===== config.mk =====
export PLATFORM = sky130hd
export DESIGN_NAME = store_write_buffer
export DESIGN_NICKNAME = d
export VERILOG_FILES = /design/src/rtl/store_write_buffer.sv
export SDC_FILE = /design/constraint.sdc
export NUM_CORES = 1
export LEC_CHECK = 0
export BUFFER_PORTS_ARGS = -buffer_cell sky130_fd_sc_hd__buf_2
export CORE_MARGIN = 3
export CORE_UTILIZATION = 40
export DETAILED_ROUTE_END_ITERATION = 7
export GPL_ROUTABILITY_DRIVEN = 0
export MAX_ROUTING_LAYER = met4
export PLACE_DENSITY = 0.66
export SYNTH_ARGS = -nofsm -noshare
export SYNTH_HDL_FRONTEND = slang
export SYNTH_SLANG_ARGS = --single-unit
export TNS_END_PERCENT = 100

===== constraint.sdc =====
create_clock -name clk -period 8.4 [get_ports clk]
set_input_delay 1.68 -clock clk [delete_from_list [all_inputs] [get_ports clk]]
set_output_delay 1.68 -clock clk [all_outputs]
set_load 0.005 [all_outputs]

===== src/rtl/store_write_buffer.sv =====
// -----------------------------------------------------------------------------
// store_write_buffer
//
// Posted-write buffer between the core's data-memory port and a slower data
// memory. Every accepted store is held in a small in-order circular FIFO and
// retired to memory over a valid/ready handshake. Loads can be checked against
// the pending stores; the youngest matching store's data is forwarded. When the
// FIFO is full the core is stalled.
//
// Parameters:
//   DEPTH  number of buffered stores (power of two, 2..16)
//   AW     address width
//   DW     data width
//
// Ports:
//   clk        in   single clock, all state updates on the rising edge
//   reset      in   synchronous active-high reset
//   MemWrite   in   core store request this cycle
//   DataAdr    in   store byte address (word-aligned)
//   WriteData  in   store data
//   Stall      out  buffer full; a store presented now is not accepted
//   LdAdr      in   load address checked for forwarding
//   LdHit      out  a pending entry matches LdAdr (word granularity)
//   LdData     out  data of the youngest matching entry, 0 when no hit
//   mem_we     out  head entry valid toward memory
//   mem_adr    out  head entry address
//   mem_wdata  out  head entry data
//   mem_ready  in   memory accepts the head entry this cycle
//   Empty      out  no pending entries
// -----------------------------------------------------------------------------
module store_write_buffer #(
    parameter int DEPTH = 4,
    parameter int AW    = 32,
    parameter int DW    = 32
) (
    input  logic          clk,
    input  logic          reset,
    input  logic          MemWrite,
    input  logic [AW-1:0] DataAdr,
    input  logic [DW-1:0] WriteData,
    output logic          Stall,
    input  logic [AW-1:0] LdAdr,
    output logic          LdHit,
    output logic [DW-1:0] LdData,
    output logic          mem_we,
    output logic [AW-1:0] mem_adr,
    output logic [DW-1:0] mem_wdata,
    input  logic          mem_ready,
    output logic          Empty
);

    localparam int PW = $clog2(DEPTH);
    localparam logic [PW:0] FULL_COUNT = (PW + 1)'(DEPTH);

    logic [AW-1:0] adr_mem  [DEPTH];
    logic [DW-1:0] data_mem [DEPTH];

    logic [PW-1:0] head;
    logic [PW-1:0] tail;
    logic [PW:0]   count;

    logic          enq;
    logic          deq;
    logic [PW-1:0] fwd_idx;

    // Status and memory-side outputs depend on registered state only.
    assign Stall     = (count == FULL_COUNT);
    assign Empty     = (count == '0);
    assign mem_we    = ~Empty;
    assign mem_adr   = adr_mem[head];
    assign mem_wdata = data_mem[head];

    // No full-bypass: a dequeue in the same cycle does not open a slot for an
    // enqueue while full. mem_ready is ignored when empty because mem_we=0.
    assign enq = MemWrite & ~Stall;
    assign deq = mem_we & mem_ready;

    // NOTE: sequential state uses non-blocking assignments so every register
    // samples the pre-edge values regardless of statement order.
    always_ff @(posedge clk) begin
        if (reset) begin
            head  <= '0;
            tail  <= '0;
            count <= '0;
        end else begin
            // Pointers are exactly log2(DEPTH) bits, so +1 wraps modulo DEPTH.
            if (enq) tail <= tail + 1'b1;
            if (deq) head <= head + 1'b1;
            case ({enq, deq})
                2'b10:   count <= count + 1'b1;
                2'b01:   count <= count - 1'b1;
                default: count <= count;
            endcase
        end
    end

    // NOTE: the entry array is deliberately not reset; validity is tracked by
    // head/count, so stale contents are never observed and the array can map
    // onto plain storage without a reset network.
    always_ff @(posedge clk) begin
        if (enq) begin
            adr_mem[tail]  <= DataAdr;
            data_mem[tail] <= WriteData;
        end
    end

    // Forwarding: walk valid entries from oldest (head) to youngest, letting a
    // later match override an earlier one so the youngest store wins. Only the
    // registered array takes part, so a store enqueued this cycle is invisible
    // and one dequeued this cycle is still visible.
    always_comb begin
        // NOTE: every output of this block gets a default first so no path
        // leaves a value unassigned and no latch is inferred.
        LdHit   = 1'b0;
        LdData  = '0;
        fwd_idx = head;
        for (int i = 0; i < DEPTH; i++) begin
            fwd_idx = head + PW'(i);
            if (((PW + 1)'(i) < count) &&
                (adr_mem[fwd_idx][AW-1:2] == LdAdr[AW-1:2])) begin
                LdHit  = 1'b1;
                LdData = data_mem[fwd_idx];
            end
        end
    end

endmodule


==> results of run 1 <==
## power by group
group | leakage, nW | internal (mW) | total (mW) | switching [mW]
Combinational | 3.24 | 0.945 | 1.93 | 0.984
Clock | 0.465 | 0.772 | 1.29 | 0.518
Sequential | 2.43 | 1.58 | 1.74 | 0.163
Total | 6.13 | 3.30 | 4.96 | 1.67
## per-stage QoR
stage          power [mW]  cell area [µm²]  hold slack, ns  instances  util [%]
2_1_floorplan        3.19            17100           0.504       1230         -
3_3_place_gp         3.67            18400           0.568       1873      43.6
3_5_place_dp         3.70            18400           0.580       1873      43.6
4_1_cts              5.00            19300           0.598       1926      45.9
5_1_grt              5.22            19300           0.627       1935      45.9
6_report             4.96            19300           0.589       1935      45.9
## worst reg2reg max path, stage by stage, from the launching register on
cell and delay [ns]:
dfxtp_1 0.43, inv_1 0.11, ha_1 0.25, and2_1 0.16, nor2b_1 0.49, and2_4 0.65
buf_4 0.62
## cell type report
cell class / count / area [µm²]
diodes: 9 / 22.5
clock buffers: 37 / 776
clock inverters: 16 / 188
fillers: 3710 / 22800
inverters: 22 / 82.6
multi-input cells: 826 / 8540
flip-flops and latches: 265 / 7880
well taps: 539 / 674
repair buffers: 221 / 1180
## layer usage
metal | track usage (%) | routed length (µm)
met5 | - | 0
met4 | 5.76 | 1150
met3 | 4.51 | 3900
met2 | 35.6 | 23800
met1 | 28.9 | 20600
## cell usage after synthesis (22+ instances only)
cell type	count	share of area (%)
edfxtp_1	256	45
mux4_2	156	21
mux2i_1	99	5.8
nor2_1	86	1.9
xnor2_1	86	4.4
a21oi_1	48	1.4
clkbuf_1	45	0.99
nand2_1	43	0.94
buf_2	41	1.2
xor2_1	32	1.6
mux2_2	27	1.8
a2111oi_2	22	1.9
a31oi_1	22	0.80
o22ai_1	22	0.80
## cells in the final DEF, fill, tap and decap left out, drive strengths merged, types with 22 or more instances in the layout
| cell | instances |
|---|---|
| a31oi | 22 |
| edfxtp | 256 |
| xnor2 | 86 |
| buf | 221 |
| xor2 | 32 |
| o22ai | 22 |
| mux2 | 27 |
| a2111oi | 27 |
| nor2 | 86 |
| mux2i | 100 |
| o21ai | 24 |
| a21oi | 48 |
| clkbuf | 37 |
| inv | 23 |
| mux4 | 156 |
| nand2 | 43 |
## kinds of logic after synthesis
| family | after synthesis | synth area share, % |
|---|---|---|
| multiplexers | 283 | 28.2 |
| flip-flops | 265 | 46.0 |
| AO/OA/AOI/OAI | 217 | 9.39 |
| AND/OR/NAND/NOR | 199 | 5.47 |
| buffers and inverters | 139 | 4.28 |
| XOR/XNOR | 118 | 6.04 |
| adder cells (fa/ha/maj) | 9 | 0.658 |
## path summary, 6_finish.rpt
| path | to | slack [ns] | cells past startpoint |
|---|---|---|---|
| worst max-delay path | LdData[25] | 1.62 | 10 |
| worst min register to register | tail[0] | 0.59 | 2 |
| worst max register to register | adr_mem[1][12] | 5.29 | 6 |
| worst min-delay path | tail[0] | 0.59 | 2 |
## registers in the layout, summed over array words and instances (netlist names), named ones only
signal    cells
count         3
tail          2
head          2
adr_mem     128
data_mem    128
==> impl_metrics.tcl, run 1 <==
set metrics [dict create \
    outcome "finished clean" \
    final-hold-violation-count 0 \
    vdd_ir_drop_max_mv 0.176 \
    drc 0 \
    io_pins 200 \
    track_usage_pct 22.1 \
    dr_total_vias 11900 \
    critPathMaxFanout 36 \
    ant_nets 0 \
    cts_sinks 265 \
    drv_cap 0 \
    nets 1474 \
    ys_seq_area_share_pct 46.0 \
    rsz0062_at_grt "no" \
    clkSlewWorstSetupHoldPaths_ns 0.06 \
    hold_start "tail[0]" \
    row_count 75 \
    p_leak_nw 6.13 \
    core-area_um2 42100 \
    clk_latency_ns 0.57 \
    setup_viol_count_final 0 \
    first_global_vias 12000 \
    synth_warnings 0 \
    syn_to_final_growth_pct 13.1 \
    grt_pass1_wl_um 73900 \
    syn-cell-area_um2 17100 \
    period_share_pct 80.7 \
    cts_setup_buffers 0 \
    drt_iter0_markers 1001 \
    crit_path_end_kind "output pin" \
    crit_chain "mux4_2 -> xnor2_1 -> nand4_1 -> a2111oi_0 -> nand4b_1 -> o22ai_2 -> buf_4 -> o211ai_1 -> a31oi_1 -> buf_2" \
    drive_above_1_share_pct 35.0 \
    cts.repair.resized 0 \
    grt_max_degree 66 \
    dp_hpwl_um 33300 \
    overflow 0 \
    ys_seq_elements 265 \
    cp.required_ns 6.72 \
    fin_ws_ns 1.62 \
    tns_ns 0 \
    syn_avg_cell_area_um2 13.9 \
    async_reset_ff_share_pct 0 \
    cts_made_buffers 29 \
    die_w_um 213 \
    critPathKind "flop to output pin" \
    startpoint_type "flop" \
    critPathTopFamily "compound AO/OA/AOI/OAI gates" \
    synth_cells 1230 \
    critPathBufInv 2 \
    synth_edf_count 256 \
    max_freq_mhz 147 \
    drv_slew 0 \
    dieArea_um2 45300 \
    viasPerCell 6.16 \
    die_y_um 213 \
    ys_types 61 \
    arrival_ns 5.10 \
    antenna_found_initial 9 \
    slew_headroom_pct 29.1 \
    syn_nets 1339 \
    post-place-ws_ns 1.83 \
    cts_hold_buf 0 \
    first_pass_iters 5 \
    critPathMaxStageDelay_ns 0.80 \
    worstMarginPinSlew_ns 1.06 \
    root_buffer "clkbuf_16" \
    port_buffers 197 \
    fin_skew_ns 0.00957 \
    fin_crit_ns 6.78 \
    start_util_pct 40.6 \
    htreeDepth 1 \
    routed_wl_um 49400 \
    clock_path_buffers 3 \
    avgRoutedWirePerCell_um 25.5 \
    power.density_nw_per_um2 257 \
    min_path_type "flop to flop" \
    r2r_start "count[0]" \
    cts_tree "built" \
    dominantRegCellSynth "edfxtp_1" \
    crit_slowest_cell "dfxtp_4" \
]
(Power assumes the default switching activity.)
==> run 2, diff against run 1 <==
--- a/config.mk
+++ b/config.mk
@@ -11,7 +11,7 @@
 export DETAILED_ROUTE_END_ITERATION = 7
 export GPL_ROUTABILITY_DRIVEN = 0
 export MAX_ROUTING_LAYER = met4
-export PLACE_DENSITY = 0.66
+export PLACE_DENSITY = 0.68
 export SYNTH_ARGS = -nofsm -noshare
 export SYNTH_HDL_FRONTEND = slang
 export SYNTH_SLANG_ARGS = --single-unit
==> constraint.sdc (replaced) <==
create_clock -name clk -period 5.6 [get_ports clk]
set_input_delay 1.12 -clock clk [delete_from_list [all_inputs] [get_ports clk]]
set_output_delay 1.12 -clock clk [all_outputs]
set_load 0.005 [all_outputs]
==> impl_metrics.tcl, run 2 (same netlist as run 1, synthesis figures left out) <==
set metrics [dict create \
    outcome "finished clean" \
    timing.hold.ws_ns 0.585 \
    routed_wl_um 50000 \
    ant_nets 0 \
    row_count 75 \
    port_buffers 197 \
    crit_chain "buf_4 -> buf_4 -> mux4_2 -> xnor2_1 -> nand4_1 -> nor2_1 -> nand4_1 -> buf_4 -> or3_1 -> a21oi_1 -> o22ai_1 -> buf_2" \
    drt_iter0_markers 1052 \
    p_leak_nw 6.20 \
    power.total_mw 7.45 \
    final-hold-violation-count 0 \
    first_pass_iters 5 \
    setup_viol_count_final 0 \
    crit_slowest_cell "dfxtp_4" \
    post-place-cells 1884 \
    fillers 3695 \
    cp.required_ns 4.48 \
    arrival_ns 4.26 \
    nets 1486 \
    grt_max_degree 92 \
    cts_sinks 265 \
    overflow 0 \
    avgRoutedWirePerCell_um 25.5 \
    core-area_um2 42100 \
    cts_tree "built" \
    antenna_found_initial 20 \
    dp_hpwl_um 33900 \
    ff2ff_path_depth 6 \
    final_common_cell "edfxtp_1" \
    htreeDepth 1 \
    die_y_um 213 \
    period_share_pct 96.0 \
    whs_path_depth 2 \
    critPathKind "flop to output pin" \
    io_pins 200 \
    power.density_nw_per_um2 383 \
    slew_headroom_pct 26.4 \
    min_path_type "flop to flop" \
    grt_pass1_wl_um 74700 \
    tns_ns 0 \
    critPathMaxStageDelay_ns 0.53 \
    root_buffer "clkbuf_16" \
    cp_common_cell "buf_4" \
    dieArea_um2 45300 \
    clk_latency_ns 0.58 \
    drv_cap 0 \
    track_usage_pct 22.3 \
    drv_slew 0 \
    critPathMaxFanout 23 \
    cts_hold_buf 0 \
    startpoint_type "flop" \
    fin_skew_ns 0.00953 \
    start_util_pct 40.6 \
    final_cell_mix "edfxtp_1 (256), buf_2 (197), mux4_2 (156)" \
    clock_path_buffers 3 \
    rsz0062_at_grt "no" \
    top_regs "adr_mem: 128 flops, data_mem: 128 flops, count: 3 flops" \
    first_global_vias 12100 \
    viasPerCell 6.16 \
    vdd_ir_drop_max_mv 0.277 \
    fin_crit_ns 5.38 \
    max_freq_mhz 186 \
    worstMarginPinSlew_ns 1.10 \
    die_w_um 213 \
    stdcell_count 1958 \
    crit_path_end_kind "output pin" \
    clkSlewWorstSetupHoldPaths_ns 0.06 \
    syn_to_final_growth_pct 13.8 \
    cts_made_buffers 29 \
    dr_total_vias 12100 \
    drc 0 \
    drive_above_1_share_pct 35.6 \
]
run 2: cell types whose count changed in the layout (fill, tap and decap cells not counted), moves of 2 or more:
cell | previous run | this run
clkinv_4 | 0 | 2
clkinv_1 | 3 | 7
clkbuf_1 | 6 | 4
clkinvlp_4 | 3 | 1
buf_4 | 23 | 31
diode_2 | 9 | 21
buf_12 | 1 | 3
clkbuf_8 | 2 | 0
run 2: power by group:
part / internal (mW) / switching, mW
Combinational: 1.46 / 1.56
Sequential: 2.37 / 0.192
Clock: 1.09 / 0.788
Total: 4.92 / 2.54
run 2: routing by layer:
metal  part of all wire (%)  GRT usage [%]  wire [µm]
met4                    3.2           8.05       1620
met3                    8.9           5.42       4470
met1                     40           28.5      19900
met5                      0              -          0
met2                     48           34.9      24000
run 2: worst paths after layout:
path	start	to	slack, ns
setup reg to reg	count[0]	adr_mem[1][19]	2.59
setup / recovery	head[0]	LdData[19]	0.22
hold / removal	tail[0]	tail[0]	0.58
hold reg to reg	tail[0]	tail[0]	0.58
run 2: through the flow:
step	utilization, %	area [µm²]	setup slack [ns]
6_report	46.2	19500	0.221
4_1_cts	46.1	19400	0.0897
2_1_floorplan	-	17100	1.18
5_1_grt	46.2	19500	0.0327
3_3_place_gp	43.8	18500	0.506
3_5_place_dp	43.8	18500	0.485
run 2: cell type report:
| class | count | area [µm²] | area share, % |
|---|---|---|---|
| diodes | 21 | 52.6 | 0.270 |
| clock buffers | 33 | 741 | 3.80 |
| clock inverters | 19 | 186 | 0.958 |
| inverters | 22 | 82.6 | 0.424 |
| multi-input cells | 826 | 8550 | 43.9 |
| flip-flops and latches | 265 | 7880 | 40.5 |
| well taps | 539 | 674 | 3.46 |
| repair buffers | 233 | 1310 | 6.70 |
run 2: worst max-delay path, delay by kind of cell, from the launching register on:
| kind | cells | cell delay [ns] |
|---|---|---|
| multiplexers | 1 | 0.53 |
| AO/OA/AOI/OAI | 2 | 0.28 |
| AND/OR/NAND/NOR | 4 | 1.04 |
| buffers and inverters | 4 | 0.98 |
| flip-flops | 1 | 0.53 |
| XOR/XNOR | 1 | 0.29 |
run 2: repair_timing:
action                                  CTS  global route
endpoints found under the hold margin     0             0
endpoints found under the setup margin    4            32
setup buffers                             1             0
gates cloned                              0             0
resized for setup                         1             2
